===== src/rtl/seg_scan_driver.sv =====
// Time-multiplexed driver for a 4-digit common-anode seven-segment display with blanking gaps.
// Optional macro SEG_SCAN_LEADING_ZERO_BLANK_EN suppresses leading zero digits (digit 0 always shown).
module seg_scan_driver #(
    parameter int REFRESH_DIV  = 50000,
    parameter int BLANK_CYCLES = 500
) (
    input  logic        clk,
    input  logic        reset,
    input  logic        load,
    input  logic [15:0] value,
    input  logic [3:0]  dp_mask,
    output logic [3:0]  anode,
    output logic [6:0]  seg,
    output logic        dp,
    output logic        frame_done
);

    localparam int MAX_N = (REFRESH_DIV > BLANK_CYCLES) ? REFRESH_DIV : BLANK_CYCLES;
    localparam int CNT_W = (MAX_N > 1) ? $clog2(MAX_N) : 1;
    localparam logic [CNT_W-1:0] SHOW_LAST  = CNT_W'(REFRESH_DIV - 1);
    localparam logic [CNT_W-1:0] BLANK_LAST = (BLANK_CYCLES > 0) ? CNT_W'(BLANK_CYCLES - 1) : '0;

    typedef enum logic {
        ST_BLANK,
        ST_SHOW
    } state_t;

    state_t           state_q, state_d;
    logic [CNT_W-1:0] counter_q, counter_d;
    logic [1:0]       digit_q, digit_d;
    logic [15:0]      value_q, value_d;
    logic [3:0]       dp_mask_q, dp_mask_d;
    logic [3:0]       anode_q, anode_d;
    logic [6:0]       seg_q, seg_d;
    logic             dp_q, dp_d;
    logic             frame_done_q, frame_done_d;

    function automatic logic [6:0] seg_decode(input logic [3:0] nib);
        logic [6:0] s;
        case (nib)
            4'h0:    s = 7'b1000000;
            4'h1:    s = 7'b1111001;
            4'h2:    s = 7'b0100100;
            4'h3:    s = 7'b0110000;
            4'h4:    s = 7'b0011001;
            4'h5:    s = 7'b0010010;
            4'h6:    s = 7'b0000010;
            4'h7:    s = 7'b1111000;
            4'h8:    s = 7'b0000000;
            4'h9:    s = 7'b0010000;
            4'hA:    s = 7'b0001000;
            4'hB:    s = 7'b0000011;
            4'hC:    s = 7'b1000110;
            4'hD:    s = 7'b0100001;
            4'hE:    s = 7'b0000110;
            default: s = 7'b0001110;
        endcase
        return s;
    endfunction

`ifdef SEG_SCAN_LEADING_ZERO_BLANK_EN
    function automatic logic leading_zero(input logic [15:0] v, input logic [1:0] d);
        case (d)
            2'd3:    return v[15:12] == 4'h0;
            2'd2:    return v[15:8] == 8'h00;
            2'd1:    return v[15:4] == 12'h000;
            default: return 1'b0;
        endcase
    endfunction
`endif

    always_comb begin
        // NOTE: every signal gets a default first so no path through this block can infer a latch.
        state_d      = state_q;
        counter_d    = counter_q + 1'b1;
        digit_d      = digit_q;
        value_d      = load ? value   : value_q;
        dp_mask_d    = load ? dp_mask : dp_mask_q;
        frame_done_d = 1'b0;

        case (state_q)
            ST_BLANK: begin
                if (BLANK_CYCLES == 0 || counter_q == BLANK_LAST) begin
                    state_d   = ST_SHOW;
                    counter_d = '0;
                end
            end
            default: begin
                if (counter_q == SHOW_LAST) begin
                    state_d      = (BLANK_CYCLES == 0) ? ST_SHOW : ST_BLANK;
                    counter_d    = '0;
                    digit_d      = digit_q - 2'd1;
                    frame_done_d = (digit_q == 2'd0);
                end
            end
        endcase

        // Outputs are registered from next-state values so they line up with the state they describe.
        anode_d = 4'b1111;
        seg_d   = 7'b1111111;
        dp_d    = 1'b1;
        if (state_d == ST_SHOW) begin
            anode_d = ~(4'b0001 << digit_d);
            seg_d   = seg_decode(value_d[{digit_d, 2'b00} +: 4]);
            dp_d    = ~dp_mask_d[digit_d];
`ifdef SEG_SCAN_LEADING_ZERO_BLANK_EN
            if (leading_zero(value_d, digit_d)) begin
                seg_d = 7'b1111111;
            end
`endif
        end
    end

    // NOTE: sequential state uses non-blocking assignments so all flops update together on the edge.
    always_ff @(posedge clk or posedge reset) begin
        if (reset) begin
            state_q      <= ST_BLANK;
            counter_q    <= '0;
            digit_q      <= 2'd3;
            value_q      <= '0;
            dp_mask_q    <= '0;
            anode_q      <= 4'b1111;
            seg_q        <= 7'b1111111;
            dp_q         <= 1'b1;
            frame_done_q <= 1'b0;
        end else begin
            state_q      <= state_d;
            counter_q    <= counter_d;
            digit_q      <= digit_d;
            value_q      <= value_d;
            dp_mask_q    <= dp_mask_d;
            anode_q      <= anode_d;
            seg_q        <= seg_d;
            dp_q         <= dp_d;
            frame_done_q <= frame_done_d;
        end
    end

    assign anode      = anode_q;
    assign seg        = seg_q;
    assign dp         = dp_q;
    assign frame_done = frame_done_q;

endmodule


===== config.mk =====
export PLATFORM = sky130hd
export DESIGN_NAME = seg_scan_driver
export DESIGN_NICKNAME = d
export VERILOG_FILES = /design/src/rtl/seg_scan_driver.sv
export SDC_FILE = /design/constraint.sdc
export NUM_CORES = 1
export LEC_CHECK = 0
export ABC_AREA = 1
export BUFFER_PORTS_ARGS = -buffer_cell sky130_fd_sc_hd__buf_4
export CORE_ASPECT_RATIO = 1.75
export CORE_UTILIZATION = 55
export DETAILED_ROUTE_END_ITERATION = 6
export HOLD_SLACK_MARGIN = 0.08
export PLACE_DENSITY_LB_ADDON = 0.25
export SETUP_SLACK_MARGIN = 0.15
export SLEW_MARGIN = 10
export SYNTH_ARGS = -nofsm -noshare
export SYNTH_HDL_FRONTEND = slang
export SYNTH_SLANG_ARGS = --single-unit

===== constraint.sdc =====
create_clock -name clk -period 6.5 [get_ports clk]
set_input_delay 1.625 -clock clk [delete_from_list [all_inputs] [get_ports clk]]
set_output_delay 1.625 -clock clk [all_outputs]
set_load 0.05 [all_outputs]

Word-level counts from Yosys, hierarchy flattened. Memories as Yosys holds them, arrays and structs flattened. Index checks and enable logic that the tools add are counted.

Bits of input ports: 23. Memories: 1. Memory bits (read-only): 112. Register bits after elaboration: 52. Logic and storage cells: 37.

Memories: (no name shown) (depth 16, bits a word 7, read ports 1, clocked after Yosys merged registers in 0, wr ports 0, RTL line 40) `case (nib)`.

Magnitude comparators: 1. Add/subtract/negate cells: 2. Bitwise operators: 2. Shift operators: 2. Multiplexer cells: 17. Equal/unequal tests: 2. Reductions and logical operators: 1.

Operators by type and width (count): $mux W16 (4); $add A16 B1 Y16 const B (1); $eq A16 B16 Y1 const B (1); $eq A16 B9 Y1 const B (1); $shiftx A16 B5 Y4 (1); $mux W4 (2); $mux W1 (7); $mux W7 (1); $mux W2 (2); $not A4 Y4 (1); $shl A1 B2 Y4 const A (1); $lt A2 B3 Y1 const B (1); $bmux W1 S2 (1); $logic_not A2 Y1 (1); $sub A2 B1 Y2 const B (1); $not A1 Y1 (1).

Longest topological paths before layout. Gate-level depths: netlist of the first run.

Depth in word-level cells: 7. Mapped depth: 18. Mapped depth without buffers: 17.

Least setup slack after synthesis of the first run. No wires, ideal clock.

Kind: input-to-reg. Start: input port load. End: register seg_q[3] (netlist: seg[3]). Path slack: 3.413 ns. Arrival: 3.003 ns. Cell stages on the path: 11. Cells stage by stage: buf_2 mux2_2 nand3_1 nand2_2 nor2_4 inv_1 ha_1 nand2_1 nand2_1 nand2_1 nand3_1.

Word-level cells in the longest chain between the ends: 4.

Ends and longest elaborated chain: from (decl) (RTL line 9) `input logic load,`; $mux W16 (RTL line 77) `value_d = load ? value : value_q;`; via value_d[13] (RTL line 31) `logic [15:0] value_q, value_d;`; $shiftx A16 B5 Y4 (RTL line 104) `seg_d = seg_decode(value_d[{digit_d, 2'b00} +: 4]);`; $mem_v2 Z16 W7; $mux W7 (RTL line 102) `if (state_d == ST_SHOW) begin`; via seg_d[3] (RTL line 34) `logic [6:0] seg_q, seg_d;`; to (signal assigned) (RTL line 133) `seg_q <= seg_d;`; to (decl) (RTL line 34).

The timed path passes the listed nets, and every way through them passes these cells.

Final worst setup path of the first run.
Start: input port load. End: register seg_q[0] (netlist: seg[0]).

Same word-level chain as after synthesis.

==> results.tsv, run 1 <==
stage	metric	value	unit
status	status	finished, final reports clean	
cts	clk buf depth	2	
cts	post-CTS sizing	0	
cts	CTS tree	yes	
global_route	initial antenna violation count	0	
pwr	pwr dens	185	mW/mm2
pwr	Lkg Pwr	1.57	nW
timing	Max transition margin	0.295	
timing	Tcrit/Tclk final	0.461	
critical_path	Cell Chain, Critical Path	buf_4 > mux2_2 > nand3_1 > nand2_2 > nor2_4 > ha_1 > inv_1 > nand3_1 > nand3_1 > nand3_1	
timing	clock skew	6.81	ps
cts	clock latency at the later pin of the worst-skew pair	300	ps
floorplan	Die Width	56.7	um
cts	CTS sink count	52	
timing	Final Hold Fails	0	
synth	post-synthesis mux area share	0.0783	
finish	most common cell after layout, fill and taps aside	nand2_1	
critical_path	crit path capture type	flop	
placed_design	DP HPWL	4560	um
critical_path	crit path DAT	3240	ps
finish	Multi-input gate area	0.00138	mm2
finish	most frequent cells in the layout	60 x nand2_1, 38 x dfrtp_1, 36 x buf_4	
timing	minimum clock period	3000	ps
global_route	total gr overflow	0	
floorplan	area of the die	0.00553	mm2
critical_path	Crit Path Max Fanout	20	
synth	xor/xnor cell area share of the yosys netlist	0.0152	
timing	Setup TNS	0	ps
synth	main combinational cell family by area after synthesis	simple AND/OR/NAND/NOR gates	
detailed_routing	First-pass DRT Iterations	4	
hold_path	min-delay src	counter_q[0]	
placed_design	Placement Cell Area	0.00318	mm2
cts	H-Tree Depth	2	
global_route	GRT Util Overall	0.243	
global_route	largest net degree at the start of global routing	53	
finish	Diodes inserted	0	
timing	Tightest Pin Transition	1060	ps
synth	Synthesized Nets	345	
finish	fill count	430	
floorplan	initial core utilization	0.573	
critical_path	most used cell along the critical path	nand3_1	
cts	Post-CTS Setup Bufs	0	
floorplan	Die H	97.7	um
finish	fin area	0.00327	mm2
critical_path	reg2reg start	counter_q[0]	
detailed_routing	Antenna Nets Post-Route	0	
finish	Seq. cell area	0.00132	mm2
timing	fmax	334	MHz
detailed_routing	via-per-instance ratio	5.57	
synth	#FFs+latches synth	52	
floorplan	Core Box Area	0.00502	mm2
timing	Slew Viols, Final	0	
synth	synthesized area per cell	9.16	um2
finish	share of cells above drive strength 1	0.344	
global_route	first-pass GRT wire length	10400	um
floorplan	Std-Cell Rows	34	
synth	adder-cell area share of the yosys netlist	0.0348	
timing	unrepaired setup endpoints after global routing	no	
critical_path	crit path from	load	
synth	complex-gate fraction of the synthesized area	0.0344	
placed_design	Port Buffers	35	
detailed_routing	wire per inst	14.8	um
timing	endpoints failing setup	0	
finish	Final nets	382	
synth	Distinct cells, synth	38	
pwr	Worst VDD drop	0.000124	V
synth	Cells after Synth	314	
critical_path	Critical Path Source Type	input port	
cts	cts hold-fix bufs	0	
placed_design	gpl congestion	0.916	
cts	Clock transition at path regs	90	ps
job	# Max-Cap Violations	0	
critical_path	critical path type	input port to flop	
detailed_routing	via count	2262	
synth	Simple-Gate Fraction of Synth Area	0.318	
synth	synthesized area	0.00288	mm2
finish	Synth-to-Final Area Change	13.7	%
detailed_routing	DRC Markers	0	
floorplan	Ports	36	
synth	yosys warns	0	
critical_path	required time of the worst setup path	6750	ps
hold_path	Min-Delay Path Class	flop to flop	
cts	number of buffers created by CTS	5	
detailed_routing	routed wire length	5990	um
critical_path	CP max-delay cell	mux2_2	
global_route	vias in the first global route	2292	
detailed_routing	DRT iter0 DRCs	104	
cts	clk root buf	clkbuf_8	
critical_path	CP max stage delay	380	ps
synth	sequential-to-total area share from yosys stat	0.458	
[per-stage QoR]
stage               hold slack (ps)   util  setup slack (ps)  cells  total power [mW]
floorplan                       433      -              3410    314             0.399
global placement                460  0.633              3190    398             0.420
detailed placement              467  0.633              3190    398             0.422
CTS                             480  0.652              3500    406             0.611
global route                    502  0.652              3390    406             0.632
finish                          470  0.652              3500    406             0.605
[synth_stat cells (all sizes together)]
cell    number  area [um2]
inv         35         134
nand3b       1        7.51
a21oi        5        28.8
buf          6        36.3
o21ai        5        28.8
nor3         5        36.3
clkinv       1        3.75
nor3b        1        7.51
o21a         1        7.51
nand3       35         198
o221ai       1        8.76
dfstp       14         368
o211a        1        10.0
nand4       11        83.8
a22oi        2        15.0
or3b         1        8.76
nor2        34         179
xor2         3        26.3
ha           8         100
nor4         3        18.8
xnor2        2        17.5
dfrtp       38         951
nand2       81         377
mux2        20         225
[worst max-delay path: cells and delay by family]
kind,cells,cell delay (ps)
simple gates,6,630
buf+inv,2,320
fa+ha+maj,1,280
mux,1,380
[metal layers]
| metal | GRT usage | share of wire | vias up |
|---|---|---|---|
| li1 | - | - | 1101 |
| met1 | 0.251 | 0.37 | 1092 |
| met2 | 0.466 | 0.58 | 55 |
| met3 | 0.0320 | 0.024 | 14 |
| met4 | 0.108 | 0.030 | 0 |
| met5 | 0 | 0 | - |
[power breakdown]
group	switching, mW	leakage, nW	total [mW]	internal, mW
clock network	0.104	0.0445	0.191	0.0867
registers	0.00308	0.618	0.339	0.336
logic	0.0426	0.912	0.0760	0.0333
total	0.150	1.57	0.605	0.456
[logic make-up after synthesis]
family	count (synthesis)
AO/OA/AOI/OAI	15
XOR/XNOR	5
adder cells (fa/ha/maj)	8
buffers and inverters	42
flip-flops	52
multiplexers	20
AND/OR/NAND/NOR	172
[sequential cells by signal, summed over array words and instances (netlist names)]
signal      cells
anode           4
frame_done      1
dp              1
value_q        16
state_q         1
dp_mask_q       4
counter_q      16
digit_q         2
seg             7
[final timing paths]
| path | endpoint | slack (ps) | depth (start not counted) |
|---|---|---|---|
| setup / recovery | seg[0] | 3500 | 10 |
| hold / removal | counter_q[0] | 470 | 1 |
| setup reg to reg | seg[0] | 3910 | 14 |
| hold reg to reg | counter_q[0] | 470 | 1 |
| max in group asynchronous | counter_q[7] | 4260 | 2 |
| min in group asynchronous | counter_q[0] | 1580 | 2 |
[area by class of cell]
cell class	instances	area share
multi-input cells	220	0.423
clock buffers	7	0.0264
flip-flops and latches	52	0.403
clock inverters	1	0.00229
well taps	54	0.0207
repair buffers	36	0.0826
inverters	36	0.0421
(Power assumes the default switching activity.)
==> run 2: changes to the inputs <==
--- a/config.mk
+++ b/config.mk
@@ -5,7 +5,7 @@
 export SDC_FILE = /design/constraint.sdc
 export NUM_CORES = 1
 export LEC_CHECK = 0
-export ABC_AREA = 1
+export ABC_AREA = 0
 export BUFFER_PORTS_ARGS = -buffer_cell sky130_fd_sc_hd__buf_4
 export CORE_ASPECT_RATIO = 1.75
 export CORE_UTILIZATION = 55
==> constraint.sdc (replaced) <==
create_clock -name clk -period 2.95 [get_ports clk]
set_input_delay 0.7375 -clock clk [delete_from_list [all_inputs] [get_ports clk]]
set_output_delay 0.7375 -clock clk [all_outputs]
set_load 0.05 [all_outputs]
==> run 2 against run 1 <==
  * The flow now finishes with violations (design-rule violations)
  * Critical path type is now flop to flop
  * Non-clock buffer count is 16 higher
  * Core utilization is 3.9 points higher
  * Largest cell class unchanged
  * Total power is 130% higher
==> results.tsv, run 2 <==
stage	metric	value	unit	change
cts	CTS sink count	52		unchanged
cts	clk root buf	clkbuf_8		
floorplan	area of the die	0.00554	mm2	about the same
synth	synthesized area	0.00288	mm2	about the same
finish	most frequent cells in the layout	52 x buf_4, 38 x dfrtp_1, 22 x nor2_1		
global_route	largest net degree at the start of global routing	21		-60%
placed_design	Port Buffers	35		unchanged
cts	cts hold-fix bufs	0		unchanged
synth	Synth async-reset ratio	1.00		unchanged
status	failing checks	design-rule violations		
placed_design	gpl congestion	0.865		-5.6%
timing	fmax	369	MHz	
synth	Post-synth EDFFs	0		unchanged
timing	unrepaired setup endpoints after global routing	no		
detailed_routing	DRT iter0 DRCs	67		-36%
pwr	pwr dens	402	mW/mm2	+120%
global_route	GRT Util Overall	0.239		-0.00452
synth	dominant cells by area after synthesis	dfrtp_1 33%, dfstp_2 13%, mux2_2 8.2%		
pwr	switching pwr	0.346	mW	+130%
timing	clock skew	6.50	ps	-0.310 ps
synth	Simple-Gate Fraction of Synth Area	0.161		-0.157
global_route	first-pass GRT wire length	10100	um	-3.3%
critical_path	required time of the worst setup path	3190	ps	-3560 ps
status	status	finished with violations		
critical_path	crit path DAT	2950	ps	-290 ps
pwr	Lkg Pwr	1.54	nW	-2.1%
finish	fin cells	353		-13%
timing	Tcrit/Tclk final	0.920		
global_route	total gr overflow	0		unchanged
detailed_routing	DRC Markers	6		+6
placed_design	pre-CTS WS	81.6	ps	-3110 ps
global_route	vias in the first global route	2183		-4.8%
pwr	fraction of power consumed by sequential logic	0.540		-0.020
timing	Slew Viols, Final	0		unchanged
cts	number of buffers created by CTS	5		unchanged
synth	dominant synthesized flop cell	dfrtp_1		
synth	most frequent cell after synthesis	dfrtp_1		
critical_path	CP max-delay cell	or4_4		
synth	Distinct cells, synth	57		+50%
timing	PnR worst setup slack	236	ps	-3270 ps
placed_design	Placement Cell Area	0.00331	mm2	+4.3%
finish	fin area	0.00347	mm2	+6.0%
critical_path	crit path from	counter_q[13]		
synth	yosys warns	0		unchanged
critical_path	CP max stage delay	590	ps	+210 ps
pwr	sw frac	0.248		+0.000973
floorplan	Die H	97.7	um	about the same
critical_path	Cell Chain, Critical Path	or4_4 > or4_4 > a211oi_4 > a211oi_4 > buf_4 > ha_1 > a21oi_1 > a211o_1		
floorplan	Ports	36		unchanged
synth	adder-cell area share of the yosys netlist	0.0348		about the same
detailed_routing	via-per-instance ratio	5.85		+4.9%
floorplan	Core Box Area	0.00502	mm2	unchanged
finish	share of cells above drive strength 1	0.445		+0.101
synth	#FFs+latches synth	52		unchanged
detailed_routing	routed wire length	5970	um	-0.42%
timing	minimum clock period	2710	ps	
cts	clock latency at the later pin of the worst-skew pair	300	ps	about the same
placed_design	placed cells	342		-14%
detailed_routing	via count	2064		-8.8%
cts	CTS tree	yes		
cts	clk buf depth	2		unchanged
synth	synthesized area per cell	11.7	um2	+27%
critical_path	crit path capture type	flop		
floorplan	Die Width	56.7	um	about the same
cts	H-Tree Depth	2		unchanged
synth	main combinational cell family by area after synthesis	multiplexers		
finish	Synth-to-Final Area Change	20.5	%	
timing	Hold Slack	375	ps	-95.4 ps
critical_path	critical path type	flop to flop		
pwr	clock power share	0.301		-0.014
detailed_routing	First-pass DRT Iterations	6		+2
detailed_routing	wire per inst	16.9	um	+15%
floorplan	Std-Cell Rows	34		unchanged
timing	Final Hold Fails	0		unchanged
critical_path	Crit Path Max Fanout	5		-75%
synth	post-synth top area cell	dfrtp_1		
floorplan	initial core utilization	0.573		about the same
finish	most common cell after layout, fill and taps aside	buf_4		
timing	Max transition margin	0.664		+0.369
finish	fill count	387		-10%
critical_path	reg2reg start	counter_q[13]		
pwr	Worst VDD drop	0.000379	V	+210%
synth	complex-gate fraction of the synthesized area	0.0804		+0.0461
timing	Setup TNS	0	ps	unchanged
cts	Clock transition at path regs	90	ps	about the same
timing	endpoints failing setup	0		unchanged
synth	most frequent cells after synthesis	38 x dfrtp_1, 22 x nor2_1, 21 x mux2_2, 21 x nand2_1, 14 x dfstp_2		
finish	Final nets	329		-14%
job	# Max-Cap Violations	0		unchanged
finish	Diodes inserted	0		unchanged
synth	Synthesized Nets	278		-19%
critical_path	Critical Path Source Type	flop		
pwr	Int Power	1.05	mW	+130%
global_route	initial antenna violation count	0		unchanged
synth	sequential-to-total area share from yosys stat	0.458		about the same
synth	xor/xnor cell area share of the yosys netlist	0.0457		+0.0304
detailed_routing	Antenna Nets Post-Route	0		unchanged
synth	post-synthesis mux area share	0.190		+0.111
pwr	Combinational Power Share	0.159		+0.034
placed_design	DP HPWL	4600	um	+0.90%
synth	post-synth top area share	0.330		about the same
hold_path	Min-Delay Path Class	input port to asynchronous set/reset pin		
synth	Cells after Synth	247		-21%
timing	Tightest Pin Transition	503	ps	-553 ps
==> run 2: per-layer routing <==
layer,routed length [um],global-route usage,vias to the layer above
li1,-,-,993
met1,2230,0.249,1012
met2,3330,0.435,39
met3,159,0.0413,20
met4,250,0.133,0
met5,0,0,-
==> run 2: critical path, delay by kind of cell, from the launching register on <==
family	cells	cell delay, ps
compound gates	4	640
flops	1	400
fa+ha+maj	1	310
simple gates	2	1140
buf+inv	1	160
==> run 2: power by group through the flow <==
stage	Sequential (mW)	Combinational [mW]	Clock (mW)
6_report	0.753	0.222	0.420
5_1_grt	0.755	0.244	0.447
4_1_cts	0.753	0.223	0.424
3_5_place_dp	0.766	0.220	0
3_3_place_gp	0.764	0.215	0
2_1_floorplan	0.761	0.165	0
==> run 2: worst paths after layout <==
kind | to | slack [ps] | cells past startpoint
setup / recovery | seg[3] | 240 | 8
hold / removal | dp_mask_q[0] | 370 | 2
setup reg to reg | seg[3] | 240 | 8
hold reg to reg | counter_q[0] | 490 | 1
max in group asynchronous | digit_q[0] | 1950 | 3
min in group clk | counter_q[0] | 490 | 1
==> run 2: through the flow <==
step / total power, mW / util
2_1_floorplan: 0.926 / -
3_3_place_gp: 0.978 / 0.660
3_5_place_dp: 0.987 / 0.660
4_1_cts: 1.40 / 0.682
5_1_grt: 1.45 / 0.691
6_report: 1.39 / 0.691
==> run 2: cell families (layout without fill, tap and decap cells) <==
group / Yosys count / in the layout
AND/OR/NAND/NOR: 86 / 86
flip-flops: 52 / 52
multiplexers: 39 / 39
AO/OA/AOI/OAI: 29 / 29
buffers and inverters: 18 / 70
XOR/XNOR: 15 / 15
adder cells (fa/ha/maj): 8 / 8
==> run 2: area by class of cell <==
cell class	count	area, um2	area share
multi-input combinational	177	1560	0.451
sequential	52	1320	0.380
timing repair buffer	52	390	0.113
clock buffer	8	90.1	0.0260
tap	54	67.6	0.0195
inverter	10	37.5	0.0108
==> run 2: what timing repair did <==
action / in CTS / in global routing
pin swaps: 0 / 6
endpoints found under the setup margin: 2 / 4
resized for setup: 3 / 4
buffers inserted: 0 / 3
==> run 3: changes to the inputs <==
--- a/config.mk
+++ b/config.mk
@@ -8,7 +8,8 @@
 export ABC_AREA = 0
 export BUFFER_PORTS_ARGS = -buffer_cell sky130_fd_sc_hd__buf_4
 export CORE_ASPECT_RATIO = 1.75
-export CORE_UTILIZATION = 55
+export CORE_UTILIZATION = 50
+export CTS_BUF_LIST = sky130_fd_sc_hd__clkbuf_8
 export DETAILED_ROUTE_END_ITERATION = 6
 export HOLD_SLACK_MARGIN = 0.08
 export PLACE_DENSITY_LB_ADDON = 0.25
==> run 3 against run 2 <==
  * The flow now finishes without violations
  * Via count down 1.7%
  * Sequential power barely moved
  * First-iteration DRC count decreased by 10%
  * Global-route usage shrank 2.0 points
  * Worst hold slack better by 100 ps
  * Critical path type unchanged
==> results.tsv, run 3 (same netlist as run 2, synthesis figures left out) <==
stage	metric	value	unit	change
placed_design	Port Buffers	35		unchanged
pwr	Int Power	1.07	mW	+2.0%
critical_path	required time of the worst setup path	3200	ps	about the same
finish	most frequent cells in the layout	53 x buf_4, 38 x dfrtp_1, 22 x nor2_1		
detailed_routing	DRT iter0 DRCs	60		-10%
critical_path	critical path type	flop to flop		
critical_path	CP top delay family	simple AND/OR/NAND/NOR gates		
floorplan	area of the die	0.00608	mm2	+9.7%
global_route	initial antenna violation count	0		unchanged
pwr	sw frac	0.245		-0.00285
floorplan	Die Width	59.4	um	+4.7%
floorplan	Std-Cell Rows	36		+5.9%
floorplan	initial core utilization	0.519		-0.0539
detailed_routing	First-pass DRT Iterations	4		-2
timing	Final Hold Fails	0		unchanged
critical_path	Crit Path Max Fanout	5		unchanged
pwr	fraction of power consumed by sequential logic	0.531		-0.009
timing	Max transition margin	0.565		-0.0983
floorplan	Core Box Area	0.00554	mm2	+10%
finish	share of cells above drive strength 1	0.447		+0.00185
timing	fmax	370	MHz	+0.38%
critical_path	CP bufs+invs	1		unchanged
global_route	largest net degree at the start of global routing	53		+150%
detailed_routing	wire per inst	15.4	um	-8.9%
pwr	Power, Total	1.42	mW	+1.6%
pwr	Lkg Pwr	1.54	nW	-0.15%
pwr	Worst VDD drop	0.000405	V	+6.8%
placed_design	gpl congestion	0.886		+2.4%
cts	Clock transition at path regs	90	ps	about the same
timing	clock skew	13.2	ps	+6.66 ps
timing	Slew Viols, Final	0		unchanged
cts	clk root buf	clkbuf_8		
global_route	vias in the first global route	2090		-4.3%
critical_path	Cell Chain, Critical Path	or4_4 > or4_4 > a211oi_4 > a211oi_4 > buf_4 > ha_1 > a21oi_1 > a211o_1		
timing	endpoints failing setup	0		unchanged
cts	CTS sink count	52		unchanged
detailed_routing	DRC Markers	0		-6
critical_path	CP max-delay cell	or4_4		
detailed_routing	via count	2028		-1.7%
timing	minimum clock period	2700	ps	-10.3 ps
timing	unrepaired setup endpoints after global routing	no		
pwr	Combinational Power Share	0.157		-0.002
placed_design	DP HPWL	4320	um	-6.1%
pwr	switching pwr	0.347	mW	+0.45%
placed_design	placed cells	365		+6.7%
cts	clock latency at the later pin of the worst-skew pair	320	ps	+20 ps
critical_path	crit path capture type	flop		
pwr	clock power share	0.312		+0.011
job	# Max-Cap Violations	0		unchanged
detailed_routing	Antenna Nets Post-Route	0		unchanged
global_route	GRT Util Overall	0.219		-0.0197
cts	CTS tree	yes		
critical_path	CP max stage delay	590	ps	about the same
finish	Final nets	330		+0.30%
global_route	total gr overflow	0		unchanged
pwr	pwr dens	405	mW/mm2	+0.60%
timing	Setup TNS	0	ps	unchanged
critical_path	Critical Path Source Type	flop		
status	status	finished, final reports clean		
critical_path	crit path DAT	2960	ps	about the same
cts	number of buffers created by CTS	5		unchanged
floorplan	Ports	36		unchanged
detailed_routing	via-per-instance ratio	5.39		-7.8%
floorplan	Die H	102	um	+4.8%
timing	Tcrit/Tclk final	0.916		-0.00348
timing	Tightest Pin Transition	652	ps	+149 ps
cts	H-Tree Depth	2		unchanged
detailed_routing	routed wire length	5790	um	-3.0%
finish	fin cells	376		+6.5%
finish	fill count	478		+24%
finish	Diodes inserted	0		unchanged
finish	Synth-to-Final Area Change	21.7	%	
hold_path	Min-Delay Path Class	flop to flop		
global_route	first-pass GRT wire length	9550	um	-5.1%
cts	clk buf depth	2		unchanged
finish	most common cell after layout, fill and taps aside	buf_4		
## run 3: changes by cell type in the layout (fill, tap and decap cells not counted)
cell / before / now
clkbuf_8: 6 / 7
inv_1: 5 / 6
a211oi_1: 1 / 2
nand2_2: 0 / 1
a211oi_2: 2 / 1
buf_4: 52 / 53
clkbuf_1: 2 / 0
nand2_4: 1 / 0
## run 3: path summary, 6_finish.rpt
| check | from | end | slack (ps) | depth (start not counted) |
|---|---|---|---|---|
| hold reg to reg | counter_q[0] | counter_q[0] | 480 | 1 |
| min in group asynchronous | reset | dp_mask_q[2] | 600 | 3 |
| setup / recovery | counter_q[10] | seg[3] | 250 | 8 |
| setup reg to reg | counter_q[10] | seg[3] | 250 | 8 |
| hold / removal | counter_q[0] | counter_q[0] | 480 | 1 |
| max in group asynchronous | reset | value_q[9] | 1920 | 3 |
## run 3: stage by stage
stage                     hold slack, ps   util  instance area, um2  setup WS (ps)
after floorplan                      448      -                2980            155
after global placement               463  0.604                3350            123
after detailed placement             468  0.604                3350           42.2
after CTS                            481  0.626                3470            159
after global routing                 500  0.632                3500            129
final                                477  0.632                3500            247
## run 3: layout make-up
cell class / count / area (um2) / area share
sequential: 52 / 1320 / 0.376
clock inverter: 1 / 3.75 / 0.00107
tap: 76 / 95.1 / 0.0271
timing repair buffer: 53 / 398 / 0.114
inverter: 10 / 37.5 / 0.0107
clock buffer: 7 / 96.3 / 0.0275
multi-input combinational: 177 / 1550 / 0.444
## run 3: per-layer routing
layer,vias to the layer above,part of all wire,track usage
met3,16,0.030,0.0544
met2,37,0.56,0.387
met5,-,0,0
met1,987,0.37,0.220
met4,0,0.042,0.143
li1,988,-,-
## run 3: power groups by stage
stage               combinational (mW)  sequential, mW  clock, mW
global route                     0.244           0.755      0.484
floorplan                        0.165           0.761          0
global placement                 0.218           0.763          0
detailed placement               0.222           0.765          0
CTS                              0.225           0.752      0.458
finish                           0.223           0.752      0.442
## run 3: repair_timing
action                                 4_1_cts  5_1_grt
buffers inserted                             0        3
hold buffers                                 0        0
setup endpoints to repair                    2        3
endpoints found under the hold margin        0        0
gates resized for setup                      3        2
pin swaps                                    0        3
